$ cat src/rtl/alu_pkg.sv
// Shared types for the pipelined ALU: opcode map, control FSM states and
// the status flag payload.
package alu_pkg;

    localparam int unsigned ALU_SEL_W = 3;

    // Opcode map; values 000..100 match the legacy combinational ALU.
    typedef enum logic [ALU_SEL_W-1:0] {
        OP_ADD  = 3'b000,
        OP_SUB  = 3'b001,
        OP_AND  = 3'b010,
        OP_OR   = 3'b011,
        OP_NOT  = 3'b100,
        OP_XOR  = 3'b101,
        OP_MUL  = 3'b110,
        OP_RSVD = 3'b111
    } alu_op_e;

    typedef enum logic {
        ST_IDLE = 1'b0,
        ST_MUL  = 1'b1
    } alu_state_e;

    typedef struct packed {
        logic carry;
        logic zero;
        logic overflow;
    } alu_flags_t;

endpackage

$ cat src/rtl/alu_mul_seq.sv
// Iterative shift-add multiplier: one multiplier bit per clock, WIDTH steps
// after start. done pulses for one cycle together with the final product.
module alu_mul_seq
    import alu_pkg::*;
#(
    parameter int unsigned WIDTH = 8
) (
    input  logic                 clk,
    input  logic                 rst,
    input  logic                 start,
    input  logic [WIDTH-1:0]     a,
    input  logic [WIDTH-1:0]     b,
    output logic                 done,
    output logic [2*WIDTH-1:0]   product
);

    localparam int unsigned PROD_W = 2 * WIDTH;
    localparam int unsigned CNT_W  = $clog2(WIDTH);

    logic [PROD_W-1:0] mcand;
    logic [PROD_W-1:0] acc;
    logic [WIDTH-1:0]  mplier;
    logic [CNT_W-1:0]  count;
    logic              busy;

    // Load operands on start, then accumulate shifted multiplicand per bit.
    always_ff @(posedge clk) begin
        if (rst) begin
            mcand  <= '0;
            acc    <= '0;
            mplier <= '0;
            count  <= '0;
            busy   <= 1'b0;
            done   <= 1'b0;
        end else if (start) begin
            mcand  <= PROD_W'(a);
            acc    <= '0;
            mplier <= b;
            count  <= '0;
            busy   <= 1'b1;
            done   <= 1'b0;
        end else if (busy) begin
            if (mplier[0]) begin
                acc <= acc + mcand;
            end
            mcand  <= mcand << 1;
            mplier <= mplier >> 1;
            count  <= count + CNT_W'(1);
            if (count == CNT_W'(WIDTH - 1)) begin
                busy <= 1'b0;
                done <= 1'b1;
            end
        end else begin
            done <= 1'b0;
        end
    end

    assign product = acc;

endmodule

$ cat src/rtl/alu_pipe.sv
// Registered ALU with valid/ready handshakes on both sides.
// Optional feature macro: ALU_MUL_EN enables the sequential multiply (opcode
// 110); without it opcode 110 behaves as reserved and completes in one cycle.
module alu_pipe
    import alu_pkg::*;
#(
    parameter int unsigned WIDTH = 8,
    parameter int unsigned SEL_W = ALU_SEL_W
) (
    input  logic             clk,
    input  logic             rst,
    input  logic             in_valid,
    output logic             in_ready,
    input  logic [WIDTH-1:0] a,
    input  logic [WIDTH-1:0] b,
    input  logic [SEL_W-1:0] sel,
    output logic             out_valid,
    input  logic             out_ready,
    output logic [WIDTH-1:0] result,
    output logic             carry,
    output logic             zero,
    output logic             overflow
);

    alu_op_e          op;
    logic             accept;
    logic [WIDTH:0]   add_sum;
    logic [WIDTH:0]   sub_diff;
    logic [WIDTH-1:0] alu_res;
    logic             alu_carry;
    logic             alu_ovf;
    logic             load;
    logic [WIDTH-1:0] load_res;
    alu_flags_t       load_flags;
    alu_flags_t       flags;
    logic             valid_next;
    logic             slot_free;

    assign op        = alu_op_e'(sel);
    assign slot_free = !out_valid || out_ready;
    assign accept    = in_valid && in_ready;
    assign add_sum   = {1'b0, a} + {1'b0, b};
    assign sub_diff  = {1'b0, a} - {1'b0, b};

    // Single-cycle datapath; opcode 110 falls to the reserved result here.
    always_comb begin
        alu_res   = '0;
        alu_carry = 1'b0;
        alu_ovf   = 1'b0;
        case (op)
            OP_ADD: begin
                alu_res   = add_sum[WIDTH-1:0];
                alu_carry = add_sum[WIDTH];
                alu_ovf   = (a[WIDTH-1] == b[WIDTH-1]) && (add_sum[WIDTH-1] != a[WIDTH-1]);
            end
            OP_SUB: begin
                alu_res   = sub_diff[WIDTH-1:0];
                alu_carry = sub_diff[WIDTH];
                alu_ovf   = (a[WIDTH-1] != b[WIDTH-1]) && (sub_diff[WIDTH-1] != a[WIDTH-1]);
            end
            OP_AND:  alu_res = a & b;
            OP_OR:   alu_res = a | b;
            OP_NOT:  alu_res = ~a;
            OP_XOR:  alu_res = a ^ b;
            default: alu_res = '0;
        endcase
    end

`ifdef ALU_MUL_EN
    localparam int unsigned PROD_W = 2 * WIDTH;

    alu_state_e        state;
    alu_state_e        state_next;
    logic              mul_start;
    logic              mul_done;
    logic [PROD_W-1:0] mul_prod;

    alu_mul_seq #(
        .WIDTH (WIDTH)
    ) u_mul (
        .clk     (clk),
        .rst     (rst),
        .start   (mul_start),
        .a       (a),
        .b       (b),
        .done    (mul_done),
        .product (mul_prod)
    );

    assign in_ready = !rst && (state == ST_IDLE) && slot_free;

    // Control FSM state register.
    always_ff @(posedge clk) begin
        if (rst) begin
            state <= ST_IDLE;
        end else begin
            state <= state_next;
        end
    end

    // Next state, multiplier start and output-register load selection.
    always_comb begin
        state_next          = state;
        mul_start           = 1'b0;
        load                = 1'b0;
        load_res            = alu_res;
        load_flags.carry    = alu_carry;
        load_flags.overflow = alu_ovf;
        load_flags.zero     = 1'b0;
        case (state)
            ST_IDLE: begin
                if (accept) begin
                    if (op == OP_MUL) begin
                        mul_start  = 1'b1;
                        state_next = ST_MUL;
                    end else begin
                        load = 1'b1;
                    end
                end
            end
            ST_MUL: begin
                if (mul_done) begin
                    load                = 1'b1;
                    load_res            = mul_prod[WIDTH-1:0];
                    load_flags.carry    = |mul_prod[PROD_W-1:WIDTH];
                    load_flags.overflow = 1'b0;
                    state_next          = ST_IDLE;
                end
            end
            default: state_next = ST_IDLE;
        endcase
        load_flags.zero = (load_res == '0);
        valid_next = load ? 1'b1 : (out_valid && !out_ready);
    end
`else
    assign in_ready = !rst && slot_free;

    // Every accepted operation completes in one cycle.
    always_comb begin
        load                = accept;
        load_res            = alu_res;
        load_flags.carry    = alu_carry;
        load_flags.overflow = alu_ovf;
        load_flags.zero     = (alu_res == '0);
        valid_next          = load ? 1'b1 : (out_valid && !out_ready);
    end
`endif

    // Output slot: result and flags hold until a new result is loaded.
    always_ff @(posedge clk) begin
        if (rst) begin
            out_valid <= 1'b0;
            result    <= '0;
            flags     <= '0;
        end else begin
            out_valid <= valid_next;
            if (load) begin
                result <= load_res;
                flags  <= load_flags;
            end
        end
    end

    assign carry    = flags.carry;
    assign zero     = flags.zero;
    assign overflow = flags.overflow;

endmodule

$ cat config.mk
export PLATFORM = sky130hd
export DESIGN_NAME = alu_pipe
export DESIGN_NICKNAME = d
export VERILOG_FILES = /design/src/rtl/alu_pkg.sv /design/src/rtl/alu_mul_seq.sv /design/src/rtl/alu_pipe.sv
export SDC_FILE = /design/constraint.sdc
export NUM_CORES = 1
export LEC_CHECK = 0
export ABC_CLOCK_PERIOD_IN_PS = 5000
export CORE_MARGIN = 8
export CORE_UTILIZATION = 30
export CTS_BUF_LIST = sky130_fd_sc_hd__clkbuf_8
export DETAILED_ROUTE_END_ITERATION = 10
export PLACE_DENSITY = 0.58
export SLEW_MARGIN = 10
export SYNTH_ARGS = -nofsm -noshare
export SYNTH_HDL_FRONTEND = slang
export SYNTH_SLANG_ARGS = --single-unit
$ cat constraint.sdc
create_clock -name clk -period 5 [get_ports clk]
set_input_delay 0.75 -clock clk [delete_from_list [all_inputs] [get_ports clk]]
set_output_delay 0.75 -clock clk [all_outputs]
set_load 0.005 [all_outputs]
# Yosys cells after proc, flatten, opt, wreduce, memory -nomap -nowiden
# Index checks and enable logic that the tools add are counted.
# word_totals
regBits,12
out_inout_bits,13
# classes
add_sub_neg,2
eq_ne,9
n_mux,4
n_bitwise,4
reduce_logical,11
# op_table
operator,n
$pmux 8 s6,1
$add 8x8->9,1
$sub 8x8->9,1
$and 8x8->8,1
$logic_not 8->1,1
$not 8->8,1
$or 8x8->8,1
$xor 8x8->8,1
$eq 3x2->1 const B,2
$eq 3x3->1 const B,2
$logic_and 1x1->1,5
$pmux 1 s2,2
$eq 3x1->1 const B,1
$logic_not 1->1,3
$logic_not 3->1,1
$ne 1x1->1,3
$eq 1x1->1,1
$logic_or 1x1->1,1
$mux 1,1

# Logic depth before layout (Yosys ltp)
# Gate-level depths: netlist of run 1.
# logic_depth
word_depth,5
ltp_mapped,10
ltp_nobuf,10

# Worst setup path after synthesis of run 1
# Ideal clock, no wire load.
# synth_path
kind,in2reg
startpoint,input a[0]
endpoint,"register flags, in the netlist zero"
arrival_time_ns,2.648
slack_ns,2.292
stages,10
n_path_buf,0
path_cell_list,inv_1 -> ha_1 -> fa_1 -> xor2_1 -> a31oi_1 -> nor2_1 -> a2111oi_2 -> nand4_1 -> a2111oi_2 -> a32o_2
# synth_between
elab_chain_cells,3
word_cells_on_any_way,8
cone_classes,2 x add/sub; 1 x mux; 4 x bitwise; 1 x reduce/logical
# synth_rtl
element,line_no,source
"start, declared",alu_pipe.sv:14,"input logic [WIDTH-1:0] a,"
$sub 8x8->9 (tied with other cells),alu_pipe.sv:43,"assign sub_diff = {1'b0, a} - {1'b0, b};"
$pmux 8 s6 *,alu_pipe.sv:50,case (op)
$logic_not 8->1 *,alu_pipe.sv:144,load_flags.zero = (alu_res == '0);
"end signal, assigned",alu_pipe.sv:159,flags <= load_flags;
"end, declared",alu_pipe.sv:35,alu_flags_t flags;
# Every way passes the cells marked *; elsewhere a longest branch is shown, timed or not.
# A chain may end at the register's enable or synchronous reset.

# Worst setup path in the final report of run 1
# layout_path
startpoint,input a[1]
endpoint,"register flags, in the netlist zero"
# The elaborated chain is that of the path after synthesis.

==> results of run 1 <==
==> logic make-up after synthesis <==
group	synth area share, %
AO/OA/AOI/OAI	33.0
AND/OR/NAND/NOR	16.7
buffers and inverters	7.97
adder cells (fa/ha/maj)	21.8
flip-flops	14.8
XOR/XNOR	3.79
multiplexers	1.86
==> synthesized netlist by cell type (all sizes together), types with 2 or more instances <==
library cell  instances  area share (%)
ha                   25              19
inv                  23             5.3
a21oi                21             6.5
o21ai                18             5.8
nor2                 16             3.7
nand2                15             3.5
dfxtp                12              15
nand3                 9             2.8
buf                   6             1.9
nor3                  5             1.5
nor2b                 4             1.5
o211ai                4             1.9
xnor2                 4             2.2
a221oi                3             1.6
mux2i                 3             1.9
nand2b                3             1.2
o22ai                 3             1.2
xor2                  3             1.6
a2111oi               2             1.9
a211oi                2            0.93
a21boi                2            0.93
a21o                  2            0.93
a31oi                 2             1.2
and3                  2            0.77
clkbuf                2            0.46
fa                    2             2.5
o21ba                 2             1.2
o21bai                2            0.93
==> stage by stage <==
step	hold slack (ns)	setup WS [ns]	power, uW	utilization, %	instances
floorplan	0.442	2.29	217	-	216
global placement	0.450	1.58	279	39.1	314
detailed placement	0.448	1.55	280	39.1	314
CTS	0.461	1.77	365	39.9	317
global route	0.491	1.57	391	39.9	317
finish	0.455	1.80	362	39.9	317
==> sequential cells by signal (all words and copies together) (netlist names) <==
signal and flops:
out_valid 1, result 8, zero 1, overflow 1, carry 1
==> critical path, delay by kind of cell <==
family | cells | cell delay (ns)
simple gates | 1 | 0.11
xor+xnor | 1 | 0.17
buf+inv | 2 | 0.69
compound gates | 5 | 1.31
fa+ha+maj | 1 | 0.36
==> power groups by stage <==
stage,Combinational (uW),Sequential [uW],Clock (uW)
2_1_floorplan,107,110,0
3_5_place_dp,170,110,0
6_report,171,108,82.5
4_1_cts,171,108,86.0
3_3_place_gp,170,109,0
5_1_grt,191,109,91.0
==> worst min path at each step <==
stage                            from                      to  slack [ns]  cells after the start
2_1_floorplan      carry$_SDFFE_PP0P_      carry$_SDFFE_PP0P_        0.44                      2
3_3_place_gp   result[7]$_SDFFE_PP0P_  result[7]$_SDFFE_PP0P_        0.45                      2
3_5_place_dp    overflow$_SDFFE_PP0P_   overflow$_SDFFE_PP0P_        0.45                      2
4_1_cts            carry$_SDFFE_PP0P_      carry$_SDFFE_PP0P_        0.46                      2
5_1_grt        result[2]$_SDFFE_PP0P_  result[2]$_SDFFE_PP0P_        0.49                      2
6_report       result[5]$_SDFFE_PP0P_  result[5]$_SDFFE_PP0P_        0.46                      2
==> layout make-up <==
| class | count | area share (%) |
|---|---|---|
| clock buffer | 3 | 2.00 |
| inverter | 24 | 4.36 |
| multi-input combinational | 172 | 60.4 |
| sequential | 12 | 11.6 |
| tap | 70 | 4.24 |
| timing repair buffer | 36 | 17.3 |
==> layer usage <==
layer / vias up / GRT usage, %
li1: 841 / -
met1: 722 / 16.1
met2: 40 / 17.4
met3: 2 / 1.38
met4: 0 / 2.27
met5: - / 0
==> Flow_metrics.wiki, run 1 <==
{| class="wikitable"
! Metric !! Value
|-
| Outcome || completed
|-
| Class of the tightest hold or removal check || reg2reg
|-
| TritonRoute pass-1 iters || 6
|-
| Number of inserted filler cells in the final layout || 538
|-
| Final setup violation count || 0
|-
| FF-to-FF path depth || 7
|-
| Cell at the slowest stage of the critical path || clkdlybuf4s50_1
|-
| Die Width || 89.4 um
|-
| Max clock buf depth || 2
|-
| Routed via count divided by cell count || 5.06
|-
| Wire length on met2 || 1880 um
|-
| Area growth, synth to finish || 27.7%
|-
| # diodes || 0
|-
| Number of enable flip-flop cells after synthesis || 0
|-
| Fin crit share || 64.1%
|-
| Flop and latch count out of synthesis || 12
|-
| Commonest non-fill, non-tap cells in the layout || 35 x clkdlybuf4s50_1, 25 x ha_1, 21 x a21oi_1
|-
| Detailed-route DRC error count || 0
|-
| Via count of the first global-routing pass || 1,571
|-
| VDD IR max || 0.0637 mV
|-
| Antenna violations before repair || 0
|-
| CP Data Required Time || 5.18 ns
|-
| Setup repair after global routing missed its margin || no
|-
| Tmin final || 3.20 ns
|-
| Post-CTS Setup Bufs || 0
|-
| Gate count after technology mapping || 216
|-
| Max_slew headroom || 51.6%
|-
| Total number of clock tree sinks || 12
|-
| Clock buffers created by TritonCTS || 3
|-
| Combinational group share of total power || 47.4%
|-
| Final wirelength || 4370 um
|-
| WL per Instance || 13.8 um
|-
| Storage cell area || 240 sq um
|-
| Register area share after synthesis || 14.8%
|-
| Count of instances resized after the clock tree is built || 0
|-
| Die Y || 89.4 um
|-
| Number of max-cap violations || 0
|-
| Number of top-level pins || 36
|-
| Cell Int Power || 237 uW
|-
| Die outline area || 8000 sq um
|-
| Clock tree from TritonCTS || built
|-
| Proportion of layout cells with a drive suffix above 1 || 6.48%
|-
| Category of the worst setup path capture point || flip-flop
|-
| Global-route wire length before repair || 7420 um
|-
| Instance area at placement || 2020 sq um
|-
| Avg Cell Area, Syn || 7.49 sq um
|-
| Antenna violation net count after detailed routing || 0
|-
| Register clock-pin slew on the reported worst setup and hold paths || 0.05 ns
|-
| Worst setup slack for register-to-register paths || 2.91 ns
|-
| Pin slew with the least headroom to its limit || 0.720 ns
|-
| Worst skew pair latency || 0.23 ns
|-
| Total number of nets in the final design || 299
|-
| CP Launch Type || input pin
|-
| Max Used Layer || met4
|-
| Net count after synthesis || 266
|-
| Number of H-tree levels || 1
|-
| Post-route design area || 2070 sq um
|-
| Final Wtd Congestion || 0.850
|-
| Worst Clk Skew || 0.000590 ns
|-
| Largest fanout of any net on the critical path || 5
|-
| Vias || 1,605
|-
| Top flip-flop cell by instance count after synthesis || dfxtp_1
|-
| Pin count of the biggest net entering global routing || 37
|-
| Sequential cell fraction of total power || 29.8%
|-
| Sum of overflow across all layers after global routing || 0
|-
| Total count of max-transition violations in the final report || 0
|-
| Number of hold-slack violations in the final timing report || 0
|-
| Cts-stage hold buffer count || 0
|-
| Clock network fraction of total power || 22.8%
|-
| Worst stage delay on the critical path || 0.58 ns
|-
| Global Route Usage Sum || 11.3%
|-
| Unique cell type count in the Yosys netlist || 54
|-
| Row count || 26
|-
| Core box area || 5170 sq um
|-
| Maximum clock frequency || 312 MHz
|-
| Most common cell after layout, fill and taps aside || clkdlybuf4s50_1
|-
| Reg-to-reg critical path endpoint || zero$_SDFFE_PP0P_
|-
| Critical Path Source || a[1]
|-
| Total area of multi-input combinational cells || 1250 sq um
|-
| Mapped cell area || 1620 sq um
|-
| Starting density of the core || 31.3%
|-
| Series of cell instances along the critical path || clkdlybuf4s50_1 > inv_1 > ha_1 > o21ba_1 > a2111o_1 > nand3_1 > o21ai_2 > xnor2_1 > a2111oi_2 > a32o_2
|-
| Leakage || 0.000872 uW
|-
| Estimated wirelength of the detail-placed design || 3490 um
|-
| End of the critical path || zero$_SDFFE_PP0P_
|-
| Endpoint arrival time on the critical path || 3.38 ns
|-
| Number of buffers inserted by port buffering || 35
|-
| Sum of negative setup slack || 0 ns
|-
| Worst flop-to-flop path startpoint || out_valid$_SDFF_PP0_
|-
| Drt initial violations || 75
|-
| Classification of the worst setup path || in2reg
|-
| Routed metal-1 wirelength || 2280 um
|-
| Yosys warns || 0
|-
| Total power per unit cell area || 175 nW/um^2
|-
| Met3 routed WL || 200 um
|-
| Switching share of power || 34.4%
|-
| Net switching power of the design || 124 uW
|-
| Proportion of register bits with asynchronous set or reset after synthesis || 0%
|-
| CTS root buffer || clkbuf_8
|}
No activity file was read; power rests on OpenSTA's default activity.
==> inputs of run 2 (changes only) <==
--- a/config.mk
+++ b/config.mk
@@ -5,12 +5,12 @@
 export SDC_FILE = /design/constraint.sdc
 export NUM_CORES = 1
 export LEC_CHECK = 0
-export ABC_CLOCK_PERIOD_IN_PS = 5000
+export ABC_CLOCK_PERIOD_IN_PS = 2900
 export CORE_MARGIN = 8
 export CORE_UTILIZATION = 30
 export CTS_BUF_LIST = sky130_fd_sc_hd__clkbuf_8
 export DETAILED_ROUTE_END_ITERATION = 10
-export PLACE_DENSITY = 0.58
+export PLACE_DENSITY = 0.6
 export SLEW_MARGIN = 10
 export SYNTH_ARGS = -nofsm -noshare
 export SYNTH_HDL_FRONTEND = slang
==> constraint.sdc (replaced) <==
create_clock -name clk -period 2.9 [get_ports clk]
set_input_delay 0.435 -clock clk [delete_from_list [all_inputs] [get_ports clk]]
set_output_delay 0.435 -clock clk [all_outputs]
set_load 0.005 [all_outputs]
==> run 2 against run 1 <==
  * Setup slack worse by 1.6 ns
  * Critical path depth stayed put
  * Critical path type unchanged
  * Largest cell class unchanged
  * Clock power grew 77%
  * Cell count increased by 10%
  * Clock-buffer cell count stayed put
==> Flow_metrics.wiki, run 2 (same netlist as run 1, synthesis figures left out) <==
{| class="wikitable"
! Metric !! Value
|-
| Endpoint arrival time on the critical path || 2.88 ns (-0.50 ns)
|-
| Max clock buf depth || 2 (unchanged)
|-
| Core box area || 5170 sq um (unchanged)
|-
| Global-route track usage on met1 || 14.8% (-1.4 points)
|-
| Total count of max-transition violations in the final report || 0 (unchanged)
|-
| Via count of the first global-routing pass || 1,669 (+6.2%)
|-
| Category of the worst setup path capture point || flip-flop
|-
| Setup repair after global routing missed its margin || no
|-
| Max FFs per register || 8 (unchanged)
|-
| # diodes || 0 (unchanged)
|-
| Row count || 26 (unchanged)
|-
| Total power per unit cell area || 289 nW/um^2 (+65%)
|-
| Die Y || 89.4 um (unchanged)
|-
| Detailed-route DRC error count || 0 (unchanged)
|-
| Clock buffers created by TritonCTS || 3 (unchanged)
|-
| Global Route Usage Sum || 11.8% (+0.50 points)
|-
| Classification of the worst setup path || in2reg
|-
| Top register by number of flip-flops || result
|-
| Starting density of the core || 31.3% (unchanged)
|-
| Proportion of layout cells with a drive suffix above 1 || 19.4% (+13 points)
|-
| Global routing usage on met2 || 20.7% (+3.2 points)
|-
| Pin slew with the least headroom to its limit || 0.479 ns (-0.241 ns)
|-
| VDD IR max || 0.112 mV (+75%)
|-
| Fin crit share || 94.7%
|-
| Leakage || 0.00105 uW (+20%)
|-
| Drt initial violations || 95 (+27%)
|-
| Register clock-pin slew on the reported worst setup and hold paths || 0.05 ns (about the same)
|-
| Die outline area || 8000 sq um (unchanged)
|-
| Reg-to-reg critical path endpoint || zero$_SDFFE_PP0P_
|-
| Area growth, synth to finish || 46.3%
|-
| Total number of nets in the final design || 331 (+11%)
|-
| FF-to-FF path depth || 7 (unchanged)
|-
| Class of the tightest hold or removal check || reg2reg
|-
| Critical hold path startpoint || result[2]$_SDFFE_PP0P_
|-
| Maximum clock frequency || 364 MHz
|-
| Worst setup slack for register-to-register paths || 1.10 ns (-1.81 ns)
|-
| Number of H-tree levels || 1 (unchanged)
|-
| CTS root buffer || clkbuf_8
|-
| Tot Pwr || 685 uW (+89%)
|-
| Instance area at placement || 2240 sq um (+11%)
|-
| Hold EP || result[2]$_SDFFE_PP0P_
|-
| Sequential cell fraction of total power || 27.0% (-2.8 points)
|-
| Antenna violations before repair || 0 (unchanged)
|-
| Largest fanout of any net on the critical path || 2 (-3)
|-
| Max_slew headroom || 68.0% (+16 points)
|-
| Final wirelength || 4630 um (+6.0%)
|-
| Estimated wirelength of the detail-placed design || 3830 um (+9.6%)
|-
| Total number of clock tree sinks || 12 (unchanged)
|-
| Tmin final || 2.75 ns
|-
| Net switching power of the design || 234 uW (+88%)
|-
| Combinational group share of total power || 51.6% (+4.2 points)
|-
| Cts-stage hold buffer count || 0 (unchanged)
|-
| Number of max-cap violations || 0 (unchanged)
|-
| Pin count of the biggest net entering global routing || 22 (-41%)
|-
| CP Launch Type || input pin
|-
| TritonRoute pass-1 iters || 4 (-2)
|-
| Worst hold margin || 0.454 ns (-0.00109 ns)
|-
| Clock network fraction of total power || 21.4% (-1.4 points)
|-
| Clock tree from TritonCTS || built
|-
| Worst skew pair latency || 0.24 ns (about the same)
|-
| Worst hold path depth || 2 (unchanged)
|-
| Global-route wire length before repair || 7710 um (+3.9%)
|-
| Number of buffers inserted by port buffering || 35 (unchanged)
|-
| Outcome || completed
|-
| Switching share of power || 34.2% (-0.25 points)
|-
| Number of hold-slack violations in the final timing report || 0 (unchanged)
|-
| Peak-usage layer in the global routing report || met2
|-
| WL per Instance || 13.3 um (-3.7%)
|-
| Final setup violation count || 0 (unchanged)
|-
| Vias || 1,760 (+9.7%)
|-
| Worst Clk Skew || 0.00481 ns (+0.00422 ns)
|-
| CP Data Required Time || 3.03 ns (-2.15 ns)
|-
| Antenna violation net count after detailed routing || 0 (unchanged)
|-
| Sum of overflow across all layers after global routing || 0 (unchanged)
|-
| Grt met3 use || 1.75% (+0.37 points)
|-
| Number of top-level pins || 36 (unchanged)
|-
| Die Width || 89.4 um (unchanged)
|-
| Post-route design area || 2370 sq um (+15%)
|-
| Commonest non-fill, non-tap cells in the layout || 33 x clkdlybuf4s50_1, 33 x buf_4, 23 x ha_1
|-
| Routed via count divided by cell count || 5.04 (-0.40%)
|-
| Final Wtd Congestion || 0.857 (+0.78%)
|-
| Cell Int Power || 451 uW (+90%)
|-
| Worst flop-to-flop path startpoint || out_valid$_SDFF_PP0_
|}
-- run 2: area by class of cell --
cell class | instances | area (sq um)
fill | 506 | 2810
sequential | 12 | 240
inverter | 24 | 90.1
clock buffer | 3 | 41.3
multi-input combinational | 172 | 1310
tap | 70 | 87.6
timing repair buffer | 68 | 603
-- run 2: power by group through the flow --
stage          combinational [uW]  sequential (uW)  clock (uW)
3_5_place_dp                  336              188           0
2_1_floorplan                 184              190           0
3_3_place_gp                  334              188           0
5_1_grt                       392              187         160
4_1_cts                       337              185         151
6_report                      354              185         146
-- run 2: worst max-delay path by stage --
stage | slack [ns] | start | endpoint
global route | 0.03 | a[1] | zero$_SDFFE_PP0P_
CTS | 0.002 | a[0] | zero$_SDFFE_PP0P_
floorplan | 0.51 | a[0] | zero$_SDFFE_PP0P_
detailed placement | -0.23 | a[0] | zero$_SDFFE_PP0P_
finish | 0.15 | a[1] | zero$_SDFFE_PP0P_
global placement | -0.12 | a[0] | zero$_SDFFE_PP0P_
-- run 2: timing repair --
action,CTS,global route
resized for setup,0,10
buffers inserted,0,3
setup endpoints to repair,0,2
-- run 2: stage by stage --
step / instances / utilization (%) / TNS, ns / setup WS, ns
after global placement: 343 / 43.3 / -0.123 / -0.123
after detailed placement: 343 / 43.3 / -0.288 / -0.229
after floorplan: 216 / - / 0 / 0.507
final: 349 / 45.8 / 0 / 0.154
after CTS: 346 / 44.1 / 0 / 0.00165
after global routing: 349 / 45.8 / 0 / 0.0291
-- run 2: layer usage --
metal	part of all wire [%]	routed length, um
met1	47	2170
met2	47	2180
met3	5.7	262
met4	0.30	14
met5	0	0
-- run 2: worst max-delay path, cell delays in order --
cell,delay (ns)
clkdlybuf4s50_1,0.47
inv_1,0.07
ha_1,0.31
o21ba_1,0.19
a2111o_1,0.47
nand3_1,0.13
o21ai_2,0.07
xnor2_1,0.34
a2111oi_4,0.12
a32o_2,0.27
